## src/rtl/pipeline_freeze_ctrl.sv

```systemverilog
`default_nettype none
// ============================================================================
// Module      : pipeline_freeze_ctrl
// Description : Stall/flush/freeze controller for a 5-stage in-order pipeline.
//               Combines the load-use hazard, the taken-branch flush and the
//               data-memory wait into the per-stage hold/clear controls.
//               A RUN/WAIT FSM tracks multi-cycle memory waits and raises a
//               sticky timeout when a wait runs longer than WAIT_LIMIT cycles.
//
//               Optional performance counters are built only when the macro
//               FREEZE_PERF_CNT_EN is defined. Otherwise the counter ports
//               are tied to zero and no counter flops exist.
//
// Parameters  : WAIT_LIMIT    maximum legal consecutive memory-wait cycles
//               CNT_W         width of each performance counter
// Ports       : clk           pipeline clock, rising edge
//               rst           asynchronous active-high reset
//               hazard        load-use hazard (ID stage)
//               branch_taken  taken branch resolved in EXE
//               mem_req       MEM stage performs a data access this cycle
//               mem_ready     data memory completes the access this cycle
//               freeze_if     hold PC and IF/ID
//               flush_if_id   clear IF/ID
//               bubble_id_exe load a NOP into ID/EXE
//               freeze_all    hold every pipeline register
//               mem_timeout   sticky: a wait exceeded WAIT_LIMIT
//               in_wait       registered: FSM is in WAIT
//               stall_cnt     hazard-stall cycle count
//               wait_cnt      memory-wait cycle count
//               flush_cnt     flush cycle count
// Revision    : 1.0 - initial release
// ============================================================================
module pipeline_freeze_ctrl #(
  parameter int unsigned WAIT_LIMIT = 31,
  parameter int unsigned CNT_W      = 32
) (
  input  logic             clk,
  input  logic             rst,
  input  logic             hazard,
  input  logic             branch_taken,
  input  logic             mem_req,
  input  logic             mem_ready,
  output logic             freeze_if,
  output logic             flush_if_id,
  output logic             bubble_id_exe,
  output logic             freeze_all,
  output logic             mem_timeout,
  output logic             in_wait,
  output logic [CNT_W-1:0] stall_cnt,
  output logic [CNT_W-1:0] wait_cnt,
  output logic [CNT_W-1:0] flush_cnt
);

  typedef enum logic [0:0] {
    RUN  = 1'b0,
    WAIT = 1'b1
  } state_t;

  state_t      r_state;
  logic [7:0]  r_wait_ctr;
  logic [31:0] w_wait_next;

  // A zero-wait access (req and ready together) never freezes.
  assign freeze_all = mem_req & ~mem_ready;

  // Priority: memory freeze > taken branch > load-use hazard.
  // A frozen pipeline must not flush or bubble, otherwise the held
  // instructions would be lost while memory is still busy.
  always_comb begin
    freeze_if     = 1'b0;
    flush_if_id   = 1'b0;
    bubble_id_exe = 1'b0;
    if (freeze_all) begin
      freeze_if = 1'b1;
    end else if (branch_taken) begin
      flush_if_id   = 1'b1;
      bubble_id_exe = 1'b1;
    end else if (hazard) begin
      freeze_if     = 1'b1;
      bubble_id_exe = 1'b1;
    end
  end

  // Unsaturated next wait count, widened so the limit compare cannot wrap.
  assign w_wait_next = 32'(r_wait_ctr) + 32'd1;

  always_ff @(posedge clk or posedge rst) begin
    if (rst) begin
      r_state     <= RUN;
      r_wait_ctr  <= 8'd0;
      mem_timeout <= 1'b0;
      in_wait     <= 1'b0;
    end else begin
      case (r_state)
        RUN: begin
          if (freeze_all) begin
            r_state <= WAIT;
            in_wait <= 1'b1;
          end
        end
        WAIT: begin
          if (mem_ready || !mem_req) begin
            r_state <= RUN;
            in_wait <= 1'b0;
          end
        end
        default: begin
          r_state <= RUN;
          in_wait <= 1'b0;
        end
      endcase

      if (freeze_all) begin
        if (r_wait_ctr != 8'hFF) begin
          r_wait_ctr <= r_wait_ctr + 8'd1;
        end
        if (w_wait_next > WAIT_LIMIT) begin
          mem_timeout <= 1'b1;
        end
      end else if (r_state == WAIT) begin
        // Leaving WAIT: the next wait starts counting from zero.
        r_wait_ctr <= 8'd0;
      end
    end
  end

`ifdef FREEZE_PERF_CNT_EN
  logic [CNT_W-1:0] r_stall_cnt;
  logic [CNT_W-1:0] r_wait_cnt;
  logic [CNT_W-1:0] r_flush_cnt;
  logic             w_stall_inc;

  // A hazard stall is a front-end hold that is not caused by memory.
  assign w_stall_inc = freeze_if & ~freeze_all;

  always_ff @(posedge clk or posedge rst) begin
    if (rst) begin
      r_stall_cnt <= '0;
      r_wait_cnt  <= '0;
      r_flush_cnt <= '0;
    end else begin
      if (w_stall_inc && (r_stall_cnt != '1)) begin
        r_stall_cnt <= r_stall_cnt + CNT_W'(1);
      end
      if (freeze_all && (r_wait_cnt != '1)) begin
        r_wait_cnt <= r_wait_cnt + CNT_W'(1);
      end
      if (flush_if_id && (r_flush_cnt != '1)) begin
        r_flush_cnt <= r_flush_cnt + CNT_W'(1);
      end
    end
  end

  assign stall_cnt = r_stall_cnt;
  assign wait_cnt  = r_wait_cnt;
  assign flush_cnt = r_flush_cnt;
`else
  assign stall_cnt = '0;
  assign wait_cnt  = '0;
  assign flush_cnt = '0;
`endif

endmodule
`default_nettype wire

```

## config.mk

```make
export PLATFORM = sky130hd
export DESIGN_NAME = pipeline_freeze_ctrl
export DESIGN_NICKNAME = d
export VERILOG_FILES = /design/src/rtl/pipeline_freeze_ctrl.sv
export SDC_FILE = /design/constraint.sdc
export NUM_CORES = 1
export LEC_CHECK = 0
export ABC_AREA = 1
export BUFFER_PORTS_ARGS = -buffer_cell sky130_fd_sc_hd__buf_2
export CORE_MARGIN = 8
export CORE_UTILIZATION = 42
export CTS_BUF_LIST = sky130_fd_sc_hd__clkbuf_8
export DETAILED_ROUTE_END_ITERATION = 7
export PLACE_DENSITY_LB_ADDON = 0.08
export SYNTH_ARGS = -nofsm -noshare
export SYNTH_HDL_FRONTEND = slang
export SYNTH_SLANG_ARGS = --single-unit
```

## constraint.sdc

```tcl
create_clock -name clk -period 1.75 [get_ports clk]
set_input_delay 0.0875 -clock clk [delete_from_list [all_inputs] [get_ports clk]]
set_output_delay 0.0875 -clock clk [all_outputs]
set_load 0.05 [all_outputs]
```

==> impl_results.md <==
- Final worst-path cycle share: 0.870
- Setup Fix Bufs, Post-CTS: 0
- WL per Instance: 9.96 um
- Largest net degree at the start of global routing: 12
- Net Sw Frac: 0.590
- Finished Cell Area: 1280 um2
- Num CTS Buffers: 3
- CP max FO: 5
- Syn_area_per_cell: 7.62 um2
- CTS clk-pin slew, worst paths: 0.05 ns
- Reg power frac: 0.259
- Setup crit end kind: flip-flop
- Top cells by area, synth: buf_4 (49%), dfrtp_1 (19%), nand2_1 (7.4%)
- Crit-path most repeated cell: nand3_2
- Final setup viols: 0
- Net Sw Power: 726 uW
- Drt drc: 0
- CTS Sinks: 11
- Fill count: 375
- Final TNS setup: 0 ns
- H-tree Lvls: 1
- Setup Skew: 0.00281 ns
- IO Pins: 108
- Final wirelength: 2.54 mm
- Area Growth Syn to Fin: -13.3%
- Vias in the first global route: 801
- Clk Tree Root Cell: clkbuf_8
- Post-synth top area share: 0.487
- CTS tree: done
- Number of vias per cell: 3.50
- Layout cells sized above 1: 0.148
- Vias post-DR: 893
- Largest area contributor in the netlist: buf_4
- Pint: 504 uW
- Setup CP Type: reg2reg
- ANT nets after route: 0
- Fmax: 657 MHz
- Clock power share: 0.204
- Drt first pass iters: 4
- Worst path required time: 1.87 ns
- Floorplan die width: 75.3 um
- Post-synth EDFFs: 0
- Crit-path leading delay family: simple AND/OR/NAND/NOR gates
- Logic pwr share: 0.537
- Post-Syn Area: 1480 um2
- Pwr/cell area: 960 nW/um2
- Final Slew Violations: 0
- Die Height: 75.3 um
- RePlAce Congestion: 0.796
- Seq cells post-synth: 11
- Total grt overflow: 0
- Dominant synthesized flop cell: dfrtp_1
- Status: complete, no violations
- DP Area: 1230 um2
- Hold WC Path Type: in2reg
- CORE AREA: 3360 um2
- Pleak: 0.000756 uW
- Max-cap violations: 0
- Final Hold Fails: 0
- Worst ir drop on vdd: 0.000286 V
- Initial antenna violation count: 0
- Number of cell rows: 21
- Max Buffers Root-to-Sink: 2
- Register area share after synthesis: 0.186
- Antenna Cells: 0
- Crit start category: flip-flop
- Global-route wire length before repair: 3.53 mm
- Initial Utilization: 0.440
- R2r setup slk: 0.23 ns
- I/O Buffers: 11
- DR iter-0 viols: 12
- Syn. warnings: 0
- CP Buf/Inv Count: 1
- CP max stage cell: dfrtp_1
- Async SR Flop Fraction: 1.00
- Final Critical Period: 1.52 ns
- Critical Path, Cell by Cell: ha_1, nand3_2, nor2_4, nand3_2, nand2_4, inv_1, nand2_1, o21ai_2
- Cell count after synthesis: 194
- Crit path largest cell delay: 0.42 ns
- WP data arrival: 1.64 ns
- Gr usage total: 0.0786
- Post-DP HPWL: 2.24 mm
- Cell variety after synth: 23
- RSZ-0062 raised after global routing: no
- Worst-skew pair later-pin latency: 0.24 ns
- Post-synth top cells: buf_4 (96), nand2_1 (29), inv_1 (18), dfrtp_1 (11)
- Final #Nets: 220
- Die area: 5680 um2
- Top-count cell post-synth: buf_4
## power by group through the flow
stage | logic (uW) | registers (uW) | clock network, uW
2_1_floorplan | 758 | 334 | 0
3_3_place_gp | 650 | 320 | 0
3_5_place_dp | 650 | 323 | 0
4_1_cts | 653 | 318 | 262
5_1_grt | 699 | 324 | 278
6_report | 661 | 319 | 252
## tightest hold or removal path: stages
cell and delay (ns):
buf_2 0.07, or2_4 0.14, o22ai_2 0.08
## layout make-up
cell class / instances / area, um2 / area share
multi-input cells: 163 / 763 / 0.595
flip-flops and latches: 11 / 275 / 0.215
inverters: 19 / 76.3 / 0.0595
repair buffers: 12 / 65.1 / 0.0507
well taps: 46 / 57.6 / 0.0449
clock buffers: 3 / 41.3 / 0.0322
clock inverters: 1 / 3.75 / 0.00293
## state kept, by name, indices dropped and copies added (netlist names)
signal / flops
mem_timeout: 1
r_state: 1
r_wait_ctr: 8
in_wait: 1
## per-layer routing
layer,vias to the layer above,GRT usage,part of all wire
met1,395,0.0910,0.37
met2,62,0.133,0.49
li1,434,-,-
met4,0,0.0341,0.0024
met3,2,0.0197,0.14
met5,-,0,0
## logic make-up (layout without fill, tap and decap cells)
| group | after synthesis | count (layout) | share of synthesized area |
|---|---|---|---|
| compound gates | 14 | 14 | 0.0821 |
| fa+ha+maj | 4 | 4 | 0.0338 |
| buf+inv | 115 | 35 | 0.539 |
| flops | 11 | 11 | 0.186 |
| other cells | 1 | 96 | 0.00254 |
| simple gates | 49 | 49 | 0.157 |
## path summary, 6_finish.rpt
| path | from | endpoint | cells past startpoint |
|---|---|---|---|
| worst max-delay path | r_wait_ctr[1]$_DFFE_PP0P_ | r_wait_ctr[0]$_DFFE_PP0P_ | 8 |
| worst min-delay path | mem_ready | r_wait_ctr[2]$_DFFE_PP0P_ | 3 |
| worst max register to register | r_wait_ctr[1]$_DFFE_PP0P_ | r_wait_ctr[0]$_DFFE_PP0P_ | 8 |
| worst min register to register | mem_timeout$_DFFE_PP0P_ | mem_timeout$_DFFE_PP0P_ | 2 |
| max in group asynchronous | rst | r_state$_DFF_PP0_ | 3 |
| min in group asynchronous | rst | r_wait_ctr[4]$_DFFE_PP0P_ | 3 |
## placed cells by master (no fill, tap or decap)
cell type,count
a21oi_1,1
buf_2,11
clkbuf_8,3
conb_1,96
dfrtp_1,11
dlygate4sd3_1,1
ha_1,4
inv_1,19
inv_6,1
nand2_1,29
nand2_4,1
nand3_1,5
nand3_2,2
nand4_1,1
nor2_1,6
nor2_2,1
nor2_4,1
nor3_1,1
o21ai_0,3
o21ai_2,6
o21ai_4,1
o21bai_1,1
o22ai_2,2
or2_2,1
or2_4,1
## through the flow
step | total power, uW | worst slack, ns | std cells | utilization | hold WS [ns]
global route | 1300 | 0.0773 | 255 | 0.381 | 0.210
detailed placement | 973 | 0.244 | 250 | 0.365 | 0.124
finish | 1230 | 0.227 | 255 | 0.381 | 0.189
CTS | 1230 | 0.224 | 255 | 0.381 | 0.191
global placement | 971 | 0.232 | 250 | 0.365 | 0.128
floorplan | 1090 | 0.434 | 289 | - | -0.0601
## repair_timing
| item | CTS | global route |
|---|---|---|
| endpoints found under the setup margin | 0 | 0 |
| endpoints found under the hold margin | 11 | 0 |
| hold buffers | 1 | 0 |
| resized for setup | 0 | 0 |
Power figures use the tool's default switching activity.
